--- config.mk ---
export PLATFORM = sky130hd
export DESIGN_NAME = snake_body_tracker
export DESIGN_NICKNAME = d
export VERILOG_FILES = /design/src/rtl/snake_body_tracker.sv
export SDC_FILE = /design/constraint.sdc
export NUM_CORES = 1
export LEC_CHECK = 0
export CAP_MARGIN = 0
export CORE_ASPECT_RATIO = 1.75
export CORE_MARGIN = 2
export CORE_UTILIZATION = 53
export DETAILED_ROUTE_END_ITERATION = 8
export PLACE_DENSITY = 0.75
export SYNTH_ARGS = -nofsm -noshare
export SYNTH_HDL_FRONTEND = slang
export SYNTH_SLANG_ARGS = --single-unit
--- constraint.sdc ---
create_clock -name clk -period 3.1 [get_ports clk]
set_input_delay 0.62 -clock clk [delete_from_list [all_inputs] [get_ports clk]]
set_output_delay 0.62 -clock clk [all_outputs]
set_load 0.05 [all_outputs]
--- src/rtl/snake_body_tracker.sv ---
// Snake body store: circular buffer of (x,y) cells, one-cell move per step,
// optional growth, then a sequential head-versus-body collision scan.
module snake_body_tracker #(
  parameter int unsigned COORD_W  = 5,
  parameter int unsigned LEN_W    = 5,
  parameter int unsigned MAX_LEN  = 31,
  parameter int unsigned INIT_LEN = 3,
  parameter int unsigned START_X  = 16,
  parameter int unsigned START_Y  = 16
) (
  input  logic               clk,
  input  logic               rst_n,
  input  logic               step,
  input  logic [1:0]         dir,
  input  logic               grow,
  input  logic [LEN_W-1:0]   seg_idx,
  output logic [COORD_W-1:0] head_x,
  output logic [COORD_W-1:0] head_y,
  output logic [LEN_W-1:0]   length,
  output logic               busy,
  output logic               done,
  output logic               collide,
  output logic [COORD_W-1:0] seg_x,
  output logic [COORD_W-1:0] seg_y,
  output logic               seg_valid
);

  localparam int unsigned      DEPTH = 2 ** LEN_W;
  localparam logic [LEN_W-1:0] MAX_L = LEN_W'(MAX_LEN);

  typedef enum logic [1:0] {IDLE, MOVE, SCAN, DONE} state_t;

  state_t             state, state_nx;
  logic [COORD_W-1:0] bx [DEPTH];
  logic [COORD_W-1:0] by [DEPTH];
  logic [LEN_W-1:0]   head_ptr, ptr_nx, idx, len_nx;
  logic [1:0]         heading, heading_nx;
  logic               grow_pend, grow_eff;
  logic [COORD_W-1:0] nx_x, nx_y;

  // Move arithmetic: heading filter (reverse rejected), next head, next length
  always_comb begin
    heading_nx = (dir == (heading ^ 2'b10)) ? heading : dir;
    nx_x       = head_x;
    nx_y       = head_y;
    case (heading_nx)
      2'b00:   nx_y = head_y - COORD_W'(1);
      2'b01:   nx_x = head_x + COORD_W'(1);
      2'b10:   nx_y = head_y + COORD_W'(1);
      default: nx_x = head_x - COORD_W'(1);
    endcase
    ptr_nx   = head_ptr + LEN_W'(1);
    grow_eff = grow_pend | grow;
    len_nx   = (grow_eff && (length < MAX_L)) ? length + LEN_W'(1) : length;
  end

  // Next-state and status outputs
  always_comb begin
    state_nx = state;
    case (state)
      IDLE: if (step && !collide) state_nx = MOVE;
      MOVE: state_nx = (len_nx == LEN_W'(1)) ? DONE : SCAN;
      SCAN: if (idx == length - LEN_W'(1)) state_nx = DONE;
      default: state_nx = IDLE;
    endcase
    busy = (state != IDLE);
    done = (state == DONE);
  end

  // State register
  always_ff @(posedge clk) begin
    if (!rst_n) state <= IDLE;
    else        state <= state_nx;
  end

  // Body buffer, head/length bookkeeping, collision flag and read port
  always_ff @(posedge clk) begin
    if (!rst_n) begin
      head_ptr  <= '0;
      length    <= LEN_W'(INIT_LEN);
      heading   <= 2'b01;
      grow_pend <= 1'b0;
      collide   <= 1'b0;
      idx       <= '0;
      head_x    <= COORD_W'(START_X);
      head_y    <= COORD_W'(START_Y);
      seg_x     <= '0;
      seg_y     <= '0;
      seg_valid <= 1'b0;
      // entry e holds segment (DEPTH - e) mod DEPTH while head_ptr is 0
      for (int unsigned e = 0; e < DEPTH; e++) begin
        if (((DEPTH - e) % DEPTH) < INIT_LEN) begin
          bx[e] <= COORD_W'(START_X - ((DEPTH - e) % DEPTH));
          by[e] <= COORD_W'(START_Y);
        end else begin
          bx[e] <= '0;
          by[e] <= '0;
        end
      end
    end else begin
      seg_x     <= bx[head_ptr - seg_idx];
      seg_y     <= by[head_ptr - seg_idx];
      seg_valid <= (seg_idx < length);
      if (grow) grow_pend <= 1'b1;
      case (state)
        MOVE: begin
          heading    <= heading_nx;
          head_x     <= nx_x;
          head_y     <= nx_y;
          head_ptr   <= ptr_nx;
          bx[ptr_nx] <= nx_x;
          by[ptr_nx] <= nx_y;
          length     <= len_nx;
          // a grow arriving in this cycle was folded into len_nx
          grow_pend  <= 1'b0;
          idx        <= LEN_W'(1);
        end
        SCAN: begin
          if (bx[head_ptr - idx] == head_x && by[head_ptr - idx] == head_y)
            collide <= 1'b1;
          idx <= idx + LEN_W'(1);
        end
        default: ;
      endcase
    end
  end

endmodule

==> impl_results.md <==
- Status: finished with violations
- Failing checks: setup timing
- Clock share of power: 0.167
- First-pass GRT wire length: 95640 um
- Final Setup Violations: 8
- Register bit total from synthesis: between 300 and 400
- Register area share after synthesis: 0.5308
- Drt wl/cell: 29.50 um
- Setup crit end kind: flop
- Sw Ratio: 0.4158
- Clock buffer depth: 3
- Placed Area: between 0.02 and 0.025 mm^2
- Design Area, Final: 0.02372 mm^2
- Cell Count, Final, Fillers Out: 2231
- Period utilization: 1.163
- Yosys Warn Count: 0
- Commonest non-fill, non-tap cell in the layout: nor2_1
- Post-synthesis cell area: 0.01969 mm^2
- Vias/cell: 6.613
- Port Buffers: 39
- Ranking of synthesized cells by area: edfxtp_1 49%, mux4_2 15%, nor2_1 6.5%
- CP startpoint: head_ptr[0]$_SDFFE_PN0P_
- Synth unique cells: 62
- Pre-CTS setup slack: -0.7152 ns
- Worst Max-Slew Pin Slew: 0.8458 ns
- Fraction of layout cells with a size suffix above 1: 0.2551
- TritonCTS buffer count: 34
- Top Ports: 40
- Final ANT Viol Nets: 0
- Post-route DRC: 0
- Vias: 14750
- Pre-Repair DR Iteration Count: 8
- Worst min path class: in2reg
- Initial Util: 0.5355
- Core Region: about 0.037 mm^2
- CTS root buffer: clkbuf_16
- GRT Total Usage: 0.3454
- Htree depth: 2
- Inserted Diodes: 0
- Setup CP Type: reg2reg
- Max frequency: 0.2773 GHz
- Startpoint Class: flop
- PD cells: 1154 mW/mm^2
- Worst-skew pair later-pin latency: 0.54 ns
- Net Count, Synth: 1637
- Post-DP HPWL: 46610 um
- Critical path peak fanout: 15
- Number of antenna violations at the first check in global routing: 2
- Num rows: 93
- Largest area contributor in the netlist: edfxtp_1
- Final worst setup slack: -0.5058 ns
- Vias in the first global route: 14710
- Pin count of the biggest net entering global routing: 69
- Critical path data arrival time: 4.09 ns
- Dominant synthesized flop cell: edfxtp_1
- Die height: 259.0 um
- Die X: between 100 and 150 um
- Worst-path clk slew: 0.07 ns
- Crit path time final: 3.606 ns
- Fin nets: 1776
- Final Hold Fails: 0
- Cells after Synth: 1592
- Hold path start: rst_n
- Min Hold Slack: 0.4537 ns
- Full die area: 0.03877 mm^2
- GR Overflow Total: 0
- Max-slew headroom: 0.4361
- Number of DRC markers in iteration 0: 1887
- Switch Pwr: ~11 mW
- WL final: 65820 um
- Synth-to-Final Area Change: 20.46%
- Pint: 15.99 mW
- Layout Skew: 0.01987 ns
- CTS Sinks: approximately 360
- Combinational power share: 0.614
- Reg-to-Reg Start: head_ptr[0]$_SDFFE_PN0P_
- Seq pwr share: 0.219
- Number of max-cap violations: 0
- Leak Pwr: around 9.0 nW
- CTS tree: done
- Most frequent cells in the layout: 337 x nor2_1, 320 x edfxtp_1, 156 x buf_4
- Post-synth EDFFs: 320
- Setup TNS Final: -0.9665 ns
- Fin util: 0.6450
- Max VDD drop: 0.0006768 V
- FFs w/ async S/R, synth: 0
- Synth top area share: 0.4881
- Pwr Total: 27.38 mW
- Syn avg cell area: 12.37 um^2
- Critical Path RT: 3.58 ns
- Placed cells: about 2100
- Max-slew violations: 0
- RSZ-0062 raised after global routing: yes
- Routability cong.: 1.080
-- what timing repair did --
| item | 4_1_cts | 5_1_grt |
|---|---|---|
| pin swaps | 11 | 9 |
| cloned | 5 | 4 |
| endpoints found under the setup margin | 100 | 69 |
| gates resized for setup | 34 | 21 |
| hold buffers | 0 | 0 |
| setup buffers | 11 | 8 |
-- final cells by class --
cell class / instances / area [um^2]
timing repair buffer: 247 / 2585
tap: 475 / 594.3
sequential: 362 / 10460
clock inverter: 22 / 296.5
clock buffer: 39 / 890.9
multi-input combinational: 1056 / 8775
fill: 2730 / 13050
inverter: 30 / 120.1
-- layer usage --
| layer | global-route usage | up-vias | wire (um) |
|---|---|---|---|
| met5 | 0 | - | 12 |
| met4 | 0.2510 | 2 | 6051 |
| met3 | 0.07434 | 286 | 6909 |
| met2 | 0.5498 | 1065 | 31350 |
| met1 | 0.4142 | 7275 | 21500 |
| li1 | - | 6126 | - |
-- registers in the layout, summed over array words and instances (netlist names) --
signal	flops
by	160
state	2
head_y	5
length	5
idx	5
heading	2
head_x	5
head_ptr	5
seg_x	5
seg_y	5
seg_valid	1
grow_pend	1
bx	160
collide	1
-- worst max-delay path, cell delays in order, from the launching register on --
cell and delay [ns]:
dfxtp_2 0.35, inv_2 0.06, ha_4 0.16, fa_4 0.95, buf_12 0.16, buf_12 0.16
nor2_1 0.08, buf_4 0.16, a32oi_1 0.16, nand4_1 0.27, and4bb_2 0.38, xnor2_1 0.14
nor4_1 0.31, a32o_2 0.21
-- power groups by stage --
stage                     registers, mW  clock network [mW]  logic, mW
after floorplan                    6.32                   0       8.39
after global placement             6.07                   0       14.6
after detailed placement           6.08                   0       14.8
after CTS                          5.98                4.57       16.1
after global routing               6.02                4.76       17.3
final                              6.00                4.58       16.8
-- cell families (layout without fill, tap and decap cells) --
family,after synthesis,after routing,share of synthesized area
and+or+nand+nor,632,632,0.1393
DFF,362,362,0.5308
muxes,241,241,0.2091
buffers and inverters,174,338,0.03813
AOI/OAI and AO/OA,98,98,0.03609
xor gates and xnor gates,51,51,0.02345
adders and majority gates,34,34,0.02313
-- worst paths after layout --
check,to,depth (start not counted),slack [ns]
setup / recovery,collide$_SDFFE_PN0P_,13,-0.51
hold / removal,head_ptr[1]$_SDFFE_PN0P_,2,0.45
setup reg to reg,collide$_SDFFE_PN0P_,13,-0.51
hold reg to reg,collide$_SDFFE_PN0P_,1,0.52
-- synthesized netlist by cell type (all sizes together), types with 18 or more instances --
| cell type | count |
|---|---|
| mux4 | 134 |
| and2 | 20 |
| a21oi | 18 |
| nor2 | 340 |
| mux2i | 99 |
| dfxtp | 42 |
| xnor2 | 34 |
| buf | 43 |
| nand3 | 37 |
| ha | 30 |
| clkbuf | 101 |
| inv | 30 |
| nand2 | 142 |
| edfxtp | 320 |
No activity file was read; power rests on OpenSTA's default activity.
==> RTL change 1, RTL diff (same flow settings) <==
The 4 states of `state_t` get a one-hot encoding in 4 bits.
--- a/src/rtl/snake_body_tracker.sv
+++ b/src/rtl/snake_body_tracker.sv
@@ -28,7 +28,7 @@
   localparam int unsigned      DEPTH = 2 ** LEN_W;
   localparam logic [LEN_W-1:0] MAX_L = LEN_W'(MAX_LEN);
 
-  typedef enum logic [1:0] {IDLE, MOVE, SCAN, DONE} state_t;
+  typedef enum logic [3:0] {IDLE = 4'b0001, MOVE = 4'b0010, SCAN = 4'b0100, DONE = 4'b1000} state_t;
 
   state_t             state, state_nx;
   logic [COORD_W-1:0] bx [DEPTH];
Check against the original RTL: no difference found for any inputs over 4 cycles, from zero or initial values and one cycle with rst_n low; so few cycles prove little.
==> RTL change 1 against the original RTL <==
- the flow still finishes with violations (setup timing)
- sequential cell count rose by 2
- hold slack improved by 0.040 ns
- setup slack got worse by 0.036 ns
- maximum frequency fell by 0.99%
- wire length rose by 7.5%
- count of clock-buffer cells in the layout rose by 2
- global-route usage rose by 2.5 points
- design area rose by 1.0%
- area after synthesis fell by 0.74%
- critical path type unchanged
- critical endpoint unchanged
- largest cell class unchanged
Power is not compared: it rests on default switching activity, and its combinational part moved more than twofold at a synthesized area within 25%.
==> RTL change 1: results (changes against the original RTL) <==
| Metric | Value |
|---|---|
| Worst-Margin Slew | 0.900 ns (+0.0543 ns) |
| Min Hold Slack | 0.493 ns (+0.0396 ns) |
| Post-synthesis xor/xnor area fraction | 2.13% (-0.21 points) |
| DRT iter0 DRCs | 2,011 (+6.6%) |
| Fillers | 2,681 (-1.8%) |
| Syn_nets | 1,655 (+1.1%) |
| Seq/Total Area, Yosys | 53.7% (+0.60 points) |
| Hold path startpoint | heading[0] |
| Via Count | 15,386 (+4.3%) |
| Routed Wire Length | 70.8 mm (+7.5%) |
| Setup violators final | 9 (+1) |
| Hold crit path type | reg2reg |
| Setup Skew | 0.0217 ns (+0.00178 ns) |
| GR Util met3 | 6.73% (-0.70 points) |
| Global-route wire length before repair | 102 mm (+6.6%) |
| Pre-CTS setup slack | -0.744 ns (-0.0290 ns) |
| Compound-Gate Fraction of Synth Area | 4.39% (+0.78 points) |
| CP Data Arrival Time | 4.10 ns (about the same) |
| Initial antenna violation count | 3 (+1) |
| Outcome | finished with violations |
| Reg2Reg Depth | 15 (+2) |
| GR Util met2 | 61.8% (+6.8 points) |
| Worst Path Max Fanout | 7 (-8) |
| Routed met3 length | 7.54 mm (+9.2%) |
| Nets | 1,836 (+3.4%) |
| DR WL met2 | 34.5 mm (+9.9%) |
| Adder-Cell Fraction of Synth Area | 2.07% (-0.24 points) |
| Share of layout cells above drive strength 1 | 26.9% (+1.4 points) |
| Setup WS post-layout | -0.542 ns (-0.0360 ns) |
| Worst-Skew Late Latency | 0.56 ns (+0.02 ns) |
| Failing checks | setup timing |
| M1 wire length | 21.0 mm (-2.1%) |
| Num CTS Buffers | 36 (+5.9%) |
| GR Layer Usage met1 | 41.6% (+0.20 points) |
| Hold Path End | heading[0] |
==> RTL change 1: cell count changes after synthesis, sizes merged, moves of 9 or more <==
cell,delta
buf,-12
clkbuf,+10
mux2i,-16
nand2,+51
nand3,+13
nor3b,-10
o21ai,+9
==> RTL change 1: power breakdown <==
| part | internal [mW] | switching [mW] |
|---|---|---|
| Sequential | 5.54 | 0.168 |
| Combinational | 1.24 | 1.57 |
| Clock | 2.37 | 1.98 |
| Total | 9.15 | 3.72 |
==> RTL change 1: area by class of cell <==
cell class                      instances  area (µm²)  share of cell area [%]
Multi-Input combinational cell       1081        8680                    36.3
Clock inverter                         23         185                   0.773
Sequential cell                       364       10500                    43.8
Inverter                               27         104                   0.434
Tap cell                              475         594                    2.48
Timing Repair Buffer                  285        2940                    12.3
Clock buffer                           41         941                    3.93
Antenna cell                            2        5.00                  0.0209
==> RTL change 1: metrics by stage <==
step                      area [µm²]  util [%]  cells
after floorplan                19700         -   1614
after global placement         22100      60.5   2190
after detailed placement       22100      60.5   2190
after CTS                      23600      64.5   2271
after global routing           23900      65.5   2296
final                          24000      65.6   2298
==> RTL change 1: cell families (layout without fill, tap and decap cells) <==
logic type      Yosys count  count (layout)
compound gates          121             121
xor+xnor                 45              45
fa+ha+maj                30              30
buf+inv                 169             376
flops                   364             364
mux                     220             220
other cells               0               2
simple gates            665             665
==> RTL change 1: what timing repair did <==
action	CTS	global route
gates cloned	4	4
pin swaps	9	11
endpoints found under the setup margin	67	23
buffers inserted	13	22
resized for setup	27	31
==> RTL change 1: critical path: cells and delay by family, from the launching register on <==
kind	cells	cell delay [ns]
DFF	1	0.35
adders and majority gates	2	0.94
and+or+nand+nor	2	0.31
buffers and inverters	6	0.72
AOI/OAI and AO/OA	4	1.12
xor gates and xnor gates	1	0.10
==> RTL change 2, RTL diff (same flow settings) <==
Without the edit above. `LEN_W`: 5 -> 6.
--- a/src/rtl/snake_body_tracker.sv
+++ b/src/rtl/snake_body_tracker.sv
@@ -2,7 +2,7 @@
 // optional growth, then a sequential head-versus-body collision scan.
 module snake_body_tracker #(
   parameter int unsigned COORD_W  = 5,
-  parameter int unsigned LEN_W    = 5,
+  parameter int unsigned LEN_W    = 6,
   parameter int unsigned MAX_LEN  = 31,
   parameter int unsigned INIT_LEN = 3,
   parameter int unsigned START_X  = 16,
Ports: changed (resized length and seg_idx); port bits go from 40 to 42. No check against the original RTL was run, so the function may have changed too.
==> RTL change 2 against the original RTL <==
- the run still ends with setup timing left
- setup slack worse by 0.24 ns
- synthesized cell count rose by 78%
- design area rose by 88%
- die area increased by 83%
- sequential power is 87% higher
- power increased by 87%
- sequential cell count grew 323
- clock power is 80% higher
- area after synthesis is 85% higher
- wire length up 110%
- largest cell class unchanged
- highest routed layer unchanged
==> RTL change 2: results (changes against the original RTL) <==
| Metric | Value |
|---|---|
| Post-synthesis xor/xnor area fraction | 1.72% (-0.63 points) |
| CP Data Arrival Time | 4.43 ns (+0.34 ns) |
| P_leak | 16.5 nW (+84%) |
| Setup violators final | 12 (+4) |
| Routed met3 length | 13.2 mm (+91%) |
| Top flop regs | bx (320), by (320) |
| Worst-Skew Late Latency | 0.67 ns (+0.13 ns) |
| Wirelength per Cell | 33.0 µm (+12%) |
| Hold path startpoint | heading[1] |
| FF/Latch Area | 20,100 µm² (+92%) |
| Failing checks | setup timing |
| 1st-pass router iterations | 6 (-2) |
| Synth cell count leaders | nor2_1 (670), edfxtp_1 (640), nand2_1 (381), mux4_2 (329), clkbuf_1 (195) |
| Switch Pwr | 21.0 mW (+85%) |
| Reg2Reg Depth | 15 (+2) |
| Worst Path Max Fanout | 8 (-7) |
| Fillers | 4,853 (+78%) |
| Distinct cells, synth | 67 (+8.1%) |
| GR Util met2 | 64.5% (+9.5 points) |
| Compound-Gate Fraction of Synth Area | 2.59% (-1.0 points) |
| Seq/Total Area, Yosys | 55.3% (+2.2 points) |
| GR Layer Usage met1 | 42.6% (+1.1 points) |
| Repair and plain buffers | 515 (+110%) |
| Multi-input gate count | 1,846 (+75%) |
| Largest net degree at the start of global routing | 65 (-5.8%) |
| Inverters | 34 (+13%) |
| Final GP Congestion | 1.03 (-4.6%) |
| GR Util met3 | 7.36% (-0.078 points) |
| DR WL met2 | 66.1 mm (+110%) |
| Seq cells | 685 (+89%) |
| Crit-path max cell delay | 0.83 ns (-0.12 ns) |
| Dpl hpwl | 98.4 mm (+110%) |
| Share of layout cells above drive strength 1 | 30.1% (+4.6 points) |
| Syn_nets | 2,875 (+76%) |
| Global-route usage over all layers | 38.5% (+4.0 points) |
| Number of global-route vias before repair | 27,405 (+86%) |
| Synth top area cells | edfxtp_1 (53%), mux4_2 (20%), nor2_1 (6.9%) |
| M1 wire length | 41.1 mm (+91%) |
| Outcome | finished with violations |
| Hold Path End | heading[1] |
| WHS Path Cells | 1 (-1) |
| # clk buffers | 70 (+79%) |
| N_diodes | 3 (+3) |
| Hold crit path type | reg2reg |
| Mux cell area share after synthesis | 22.4% (+1.5 points) |
| IO buf count | 41 (+5.1%) |
| Setup WS post-layout | -0.745 ns (-0.240 ns) |
## RTL change 2: cell count changes after synthesis, sizes merged, moves of 11 or more
cell | unedited run | this run
xnor2 | 34 | 45
clkbuf | 101 | 195
and3 | 8 | 25
mux4 | 134 | 333
buf | 43 | 70
nand2 | 142 | 381
mux2i | 99 | 63
o21ai | 10 | 26
nand3 | 37 | 69
nor2b | 17 | 6
edfxtp | 320 | 640
nor2 | 340 | 670
## RTL change 2: timing repair
| item | CTS | global route |
|---|---|---|
| endpoints found under the setup margin | 12 | 115 |
| cloned | 8 | 6 |
| hold buffers | 0 | 0 |
| pin swaps | 14 | 7 |
| setup buffers | 21 | 6 |
| resized for setup | 51 | 20 |
| endpoints found under the hold margin | 0 | 0 |
## RTL change 2: metrics by stage
stage	worst slack [ns]	instance area, µm²	std cells
after floorplan	-0.219	36600	2830
after global placement	-1.05	41500	3946
after detailed placement	-1.09	41500	3946
after CTS	-0.657	44200	4089
after global routing	-0.848	44500	4100
final	-0.745	44500	4102
## RTL change 2: power groups by stage
stage          clock network [mW]  registers [mW]  logic (mW)
2_1_floorplan                   0            11.5        15.5
3_3_place_gp                    0            11.4        28.3
3_5_place_dp                    0            11.4        28.6
4_1_cts                      8.26            11.2        30.4
5_1_grt                      8.56            11.2        32.6
6_report                     8.25            11.2        31.7
## RTL change 2: cells by family (layout without fill, tap and decap cells)
| group | Yosys count | in the layout |
|---|---|---|
| simple gates | 1213 | 1213 |
| flops | 685 | 685 |
| mux | 398 | 398 |
| buf+inv | 299 | 665 |
| compound gates | 134 | 134 |
| xor+xnor | 68 | 68 |
| fa+ha+maj | 33 | 33 |
| other cells | 0 | 3 |
